File: src/rtl/mandelbrot_pkg.sv
// Shared types and fixed-point constants for the Mandelbrot frame sequencer.
// Coordinates are signed Q10.22; defaults frame the classic [-2,2) x [-1.5,1.5) view.
package mandelbrot_pkg;

  typedef enum logic [2:0] {
    IDLE,
    ISSUE,
    WAIT,
    PLOT,
    DONE
  } state_t;

  typedef logic signed [31:0] fixed_t;

  localparam int     FRAC_BITS = 22;
  localparam fixed_t FX_ONE    = fixed_t'(1 << FRAC_BITS);

  // 0.0125 per pixel is FX_ONE/80, truncated to 32'h0000_CCCC
  localparam fixed_t DEF_X0 = fixed_t'(-2 * FX_ONE);
  localparam fixed_t DEF_Y0 = fixed_t'(-(3 * FX_ONE) / 2);
  localparam fixed_t DEF_DX = fixed_t'(FX_ONE / 80);
  localparam fixed_t DEF_DY = fixed_t'(FX_ONE / 80);

endpackage

File: src/rtl/mandelbrot_coord_gen.sv
// Raster x/y counters with incrementally accumulated complex coordinate.
// load restarts the frame at the origin; advance steps one pixel in raster order.
module mandelbrot_coord_gen
  import mandelbrot_pkg::*;
#(
  parameter int     WIDTH  = 320,
  parameter int     HEIGHT = 240,
  parameter fixed_t X0     = DEF_X0,
  parameter fixed_t Y0     = DEF_Y0,
  parameter fixed_t DX     = DEF_DX,
  parameter fixed_t DY     = DEF_DY
) (
  input  logic        clk,
  input  logic        rst,
  input  logic        load,
  input  logic        advance,
  output logic [8:0]  x,
  output logic [7:0]  y,
  output logic [31:0] c_re,
  output logic [31:0] c_im,
  output logic        last_pixel
);

  logic [8:0] x_reg;
  logic [7:0] y_reg;
  fixed_t     c_re_reg;
  fixed_t     c_im_reg;
  logic       x_last;
  logic       y_last;

  assign x_last = (x_reg == 9'(WIDTH - 1));
  assign y_last = (y_reg == 8'(HEIGHT - 1));

  always_ff @(posedge clk) begin
    if (rst || load) begin
      x_reg    <= '0;
      y_reg    <= '0;
      c_re_reg <= X0;
      c_im_reg <= Y0;
    end else if (advance) begin
      if (!x_last) begin
        x_reg    <= x_reg + 9'd1;
        c_re_reg <= c_re_reg + DX;
      end else begin
        // Row wrap reloads c_re exactly, so truncation error never accumulates across rows
        x_reg    <= '0;
        c_re_reg <= X0;
        if (!y_last) begin
          y_reg    <= y_reg + 8'd1;
          c_im_reg <= c_im_reg + DY;
        end
      end
    end
  end

  assign x          = x_reg;
  assign y          = y_reg;
  assign c_re       = c_re_reg;
  assign c_im       = c_im_reg;
  assign last_pixel = x_last && y_last;

endmodule

File: src/rtl/mandelbrot_sched.sv
// Frame sequencer: issues one pixel at a time to the iteration core and plots its colour.
// Optional cycle counter output perf_cycles is enabled by MANDELBROT_SCHED_PERF_EN.
module mandelbrot_sched
  import mandelbrot_pkg::*;
#(
  parameter int     WIDTH  = 320,
  parameter int     HEIGHT = 240,
  parameter int     ITER_W = 8,
  parameter fixed_t X0     = DEF_X0,
  parameter fixed_t Y0     = DEF_Y0,
  parameter fixed_t DX     = DEF_DX,
  parameter fixed_t DY     = DEF_DY
) (
  input  logic              clk,
  input  logic              rst,
  input  logic              start,
  output logic              done,
  output logic              core_req,
  input  logic              core_ready,
  output logic [31:0]       core_c_re,
  output logic [31:0]       core_c_im,
  input  logic              core_rsp_valid,
  input  logic [ITER_W-1:0] core_iter,
  input  logic              core_escaped,
  output logic [8:0]        vga_x,
  output logic [7:0]        vga_y,
  output logic [2:0]        vga_colour,
  output logic              vga_plot
`ifdef MANDELBROT_SCHED_PERF_EN
  ,
  output logic [31:0]       perf_cycles
`endif
);

  state_t     state_reg;
  state_t     state_next;
  logic       load;
  logic       advance;
  logic       capture;
  logic       last_pixel;
  logic [8:0] x_cur;
  logic [7:0] y_cur;
  logic [8:0] vga_x_reg;
  logic [7:0] vga_y_reg;
  logic [2:0] vga_colour_reg;
  logic       unused_iter_hi;

  // Only the low three iteration bits select a palette entry
  assign unused_iter_hi = ^core_iter[ITER_W-1:3];

  mandelbrot_coord_gen #(
    .WIDTH (WIDTH),
    .HEIGHT(HEIGHT),
    .X0    (X0),
    .Y0    (Y0),
    .DX    (DX),
    .DY    (DY)
  ) u_coord (
    .clk       (clk),
    .rst       (rst),
    .load      (load),
    .advance   (advance),
    .x         (x_cur),
    .y         (y_cur),
    .c_re      (core_c_re),
    .c_im      (core_c_im),
    .last_pixel(last_pixel)
  );

  always_ff @(posedge clk) begin
    if (rst) begin
      state_reg <= IDLE;
    end else begin
      state_reg <= state_next;
    end
  end

  always_comb begin
    state_next = state_reg;
    load       = 1'b0;
    advance    = 1'b0;
    capture    = 1'b0;
    core_req   = 1'b0;
    vga_plot   = 1'b0;
    done       = 1'b0;
    case (state_reg)
      IDLE: begin
        if (start) begin
          load       = 1'b1;
          state_next = ISSUE;
        end
      end
      ISSUE: begin
        core_req = 1'b1;
        if (core_ready) begin
          state_next = WAIT;
        end
      end
      WAIT: begin
        if (core_rsp_valid) begin
          capture    = 1'b1;
          state_next = PLOT;
        end
      end
      PLOT: begin
        vga_plot   = 1'b1;
        advance    = 1'b1;
        state_next = last_pixel ? DONE : ISSUE;
      end
      DONE: begin
        done = 1'b1;
        if (!start) begin
          state_next = IDLE;
        end
      end
      default: state_next = IDLE;
    endcase
  end

  always_ff @(posedge clk) begin
    if (rst) begin
      vga_x_reg      <= '0;
      vga_y_reg      <= '0;
      vga_colour_reg <= '0;
    end else if (capture) begin
      vga_x_reg      <= x_cur;
      vga_y_reg      <= y_cur;
      vga_colour_reg <= core_escaped ? core_iter[2:0] : 3'b000;
    end
  end

  assign vga_x      = vga_x_reg;
  assign vga_y      = vga_y_reg;
  assign vga_colour = vga_colour_reg;

`ifdef MANDELBROT_SCHED_PERF_EN
  logic [31:0] perf_reg;
  logic        busy;

  assign busy = (state_reg == ISSUE) || (state_reg == WAIT) || (state_reg == PLOT);

  always_ff @(posedge clk) begin
    if (rst || load) begin
      perf_reg <= '0;
    end else if (busy && (perf_reg != 32'hFFFF_FFFF)) begin
      perf_reg <= perf_reg + 32'd1;
    end
  end

  assign perf_cycles = perf_reg;
`endif

endmodule

File: config.mk
export PLATFORM = sky130hd
export DESIGN_NAME = mandelbrot_sched
export DESIGN_NICKNAME = d
export VERILOG_FILES = /design/src/rtl/mandelbrot_pkg.sv /design/src/rtl/mandelbrot_coord_gen.sv /design/src/rtl/mandelbrot_sched.sv
export SDC_FILE = /design/constraint.sdc
export NUM_CORES = 1
export LEC_CHECK = 0
export BUFFER_PORTS_ARGS = -buffer_cell sky130_fd_sc_hd__buf_2
export CAP_MARGIN = 40
export CORE_ASPECT_RATIO = 1.75
export CORE_MARGIN = 10
export CORE_UTILIZATION = 49
export CTS_BUF_LIST = sky130_fd_sc_hd__clkbuf_8 sky130_fd_sc_hd__clkbuf_16
export CTS_CLUSTER_DIAMETER = 200
export CTS_CLUSTER_SIZE = 12
export DETAILED_ROUTE_END_ITERATION = 10
export GPL_ROUTABILITY_DRIVEN = 0
export PLACE_DENSITY = 0.8
export SYNTH_ARGS = -nofsm -noshare
export SYNTH_HDL_FRONTEND = slang
export SYNTH_SLANG_ARGS = --single-unit
File: constraint.sdc
create_clock -name clk -period 1.9 [get_ports clk]
set_input_delay 0.285 -clock clk [delete_from_list [all_inputs] [get_ports clk]]
set_output_delay 0.285 -clock clk [all_outputs]
set_load 0.05 [all_outputs]
==> impl_results.md <==
* Final period utilization at 1.08
* HP Class: in -> reg
* Max Freq at 489 MHz
* Met1 GRT Util at 0.178
* Clock latency on the worst-skew pair at 0.35 ns
* Leakage at roughly 0.0024 uW
* Die area at 0.0136 sq mm
* Total power at between 4000 and 5000 uW
* Hold Path Sink: state_reg[2]
* Pin count of the biggest net entering global routing at 21
* H-tree depth at 3
* R2r setup slk at -0.15 ns
* Overall routed net length at 12,800 um
* Register area share after synthesis at 0.446
* FF-to-FF path depth at 8
* Post-synth design cell area at 0.00449 sq mm
* Avg Vias per Cell at 5.48
* Clock Skew at 0.00927 ns
* Fillers at between 600 and 700
* Deepest clock path buffer count at 2
* Rows at 46
* Register area at 0.00207 sq mm
* Number of global-route vias before repair at ~4,400
* Reg-to-reg endpoint: u_coord.c_im[22]
* CTS Buf Count at 9
* All-Layer GR Usage at 0.183
* Worst reg2reg startpoint: u_coord.c_im[2]
* Grt met3 use at 0.0549
* Core area at 0.00904 sq mm
* Final setup vio count at 5
* Drt drc at 0
* Crit Path Class: reg -> reg
* Synth async-reset ratio at 0
* RSZ-0062 raised after global routing: true
* Count of cell types in the netlist at 48
* Max_cap viols at 0
* EDFF count, synth at 0
* Initial drt markers at between 150 and 200
* Port bufs at 91
* DPL Wire Length at 9140 um
* Drt pass-1 iters at 4
* TritonCTS clock tree: built
* Initial Utilization at 0.497
* Total grt overflow at 0
* Hold-fix buffers at CTS at 0
* Endpoint kind of the worst setup timing path: flip-flop
* DIE WIDTH at 92.4 um
* Hold Crit Start: start
* Cell count after synthesis at between 500 and 600
* Multi-input gate area at 0.00262 sq mm
* Hold WS at slightly below 0.2 ns
* Hold Crit Depth at 3
* Final #Nets at 687
* Failing checks: setup timing
* Max-slew violation count at 0
* Power per cell area at 680 mW/mm^2
* Diodes inserted at 0
* Most used routing layer: met2
* Slew HR at 0.505
* Placed insts at 762
* Worst-margin pin slew at between 0.7 and 0.8 ns
* Dpl ws at -0.0726 ns
* Antenna violations before repair at 0
* Mapped Avg Cell Area at roughly 8.4 sq um
* CP max FO at 6
* Share of cells above drive strength 1 at 0.386
* Non-filler cells, final at slightly below 800
* Detail Route Antenna Nets at 0
* Startpoint Class: flip-flop
* Ys flop type: dfxtp_1
* Synth warn at 0
* Critical path startpoint: u_coord.c_im[2]
* Yosys reg bits at 100
* TNS Setup at -0.316 ns
* Met2 Use GR at 0.333
* Final Worst Setup Slack at -0.146 ns
* Worst Path Required at 2.13 ns
* Minimum clock period at 2.05 ns
* # IOs at 101
* Synthesis-to-finish area growth at 36.6%
* Critical Path AT at about 2.3 ns
* Via count at 4,352
* Status: finished with violations
* Clock Sinks at 100
* Clk slew on worst S/H paths at roughly 0.07 ns
* Die Y-Extent at 147 um
* CTS Root Cell: clkbuf_16
* Max VDD drop at about 0.57 mV
* Hold Fails Final Rpt at 0
* Wire per inst at 16.2 um
* First-pass GRT wire length at 20,600 um
-- worst max-delay path: stages, from the launching register on --
cell and delay (ns):
dfxtp_4 0.35, inv_2 0.04, ha_4 0.15, nand3b_1 0.22
a221oi_4 0.42, buf_4 0.20, o211ai_4 0.12, o31ai_1 0.34
a21oi_2 0.10
-- how the worst max path moves through the flow --
stage	end	slack [ns]	cells after the start
6_report	u_coord.c_im[22]	-0.15	8
4_1_cts	u_coord.c_re[30]	-0.03	7
2_1_floorplan	u_coord.c_re[28]	-0.08	8
3_5_place_dp	u_coord.c_re[28]	-0.07	7
5_1_grt	u_coord.c_im[22]	-0.25	8
3_3_place_gp	u_coord.c_im[22]	-0.02	7
-- logic make-up after synthesis --
| family | synth area share |
|---|---|
| adders and majority gates | 0.0111 |
| other | 0.000835 |
| DFF | 0.446 |
| buffers and inverters | 0.0384 |
| and+or+nand+nor | 0.252 |
| xor gates and xnor gates | 0.115 |
| muxes | 0.00223 |
| AOI/OAI and AO/OA | 0.135 |
-- metrics by stage --
stage	cell area [sq um]	utilization
finish	6140	0.679
global route	6140	0.679
CTS	5910	0.654
detailed placement	5470	0.605
global placement	5470	0.605
floorplan	4660	-
-- report_power, final --
group	leakage (uW)	total [uW]	internal, uW	switching, uW
logic	0.00138	232	70.9	161
clock network	0.000151	1840	992	846
registers	0.000828	2110	2100	9.89
-- cells in the final DEF (no fill, tap or decap), types with 5 or more instances in the layout --
master	Yosys	routed
a21oi_1	40	36
a211oi_2	0	5
dfxtp_2	0	39
buf_2	6	90
xor2_1	26	26
nand4_1	13	13
dfxtp_4	0	6
a211oi_1	11	6
nand2_1	82	81
nor2_1	62	60
o2111ai_1	6	5
dfxtp_1	100	55
o21ai_0	12	8
and3_1	6	6
or3_1	10	9
nor3_1	8	8
buf_6	0	6
buf_4	4	52
xnor2_1	33	33
clkbuf_16	0	10
nand3_1	25	24
-- cells in the mapped netlist (all sizes together) (4+ instances only) --
master	number	area, sq um
clkbuf	17	63.8
a2111oi	6	52.6
ha	4	50.1
o211ai	5	51.3
nand3	25	125
inv	8	30.0
nand2	82	308
and3	6	37.5
o2111ai	6	52.6
xor2	26	228
nor3b	4	30.0
nand4	13	81.3
xnor2	33	289
o21ai	12	60.1
nor2b	4	25.0
buf	14	75.1
a21oi	40	200
nor2	63	239
nor4	5	31.3
a211oi	11	82.6
nor3	9	56.3
or3	10	62.6
dfxtp	100	2000
-- repair_timing --
action | CTS | global route
pin swaps | 8 | 26
setup endpoints to repair | 11 | 37
cloned | 1 | 0
setup buffers | 9 | 6
resized for setup | 12 | 49
-- layer usage --
| metal | vias to the layer above | part of all wire |
|---|---|---|
| met5 | - | 0 |
| met4 | 0 | 0.036 |
| met3 | 32 | 0.051 |
| met2 | 118 | 0.55 |
| met1 | 2078 | 0.37 |
| li1 | 2124 | - |
-- area by class of cell --
| class | instances | area share |
|---|---|---|
| clock buffer | 10 | 0.0408 |
| multi-input combinational | 398 | 0.427 |
| inverter | 9 | 0.00632 |
| clock inverter | 6 | 0.00836 |
| timing repair buffer | 151 | 0.156 |
| sequential | 100 | 0.338 |
| tap | 120 | 0.0245 |
Note: power is estimated with default switching activity, not from simulation.
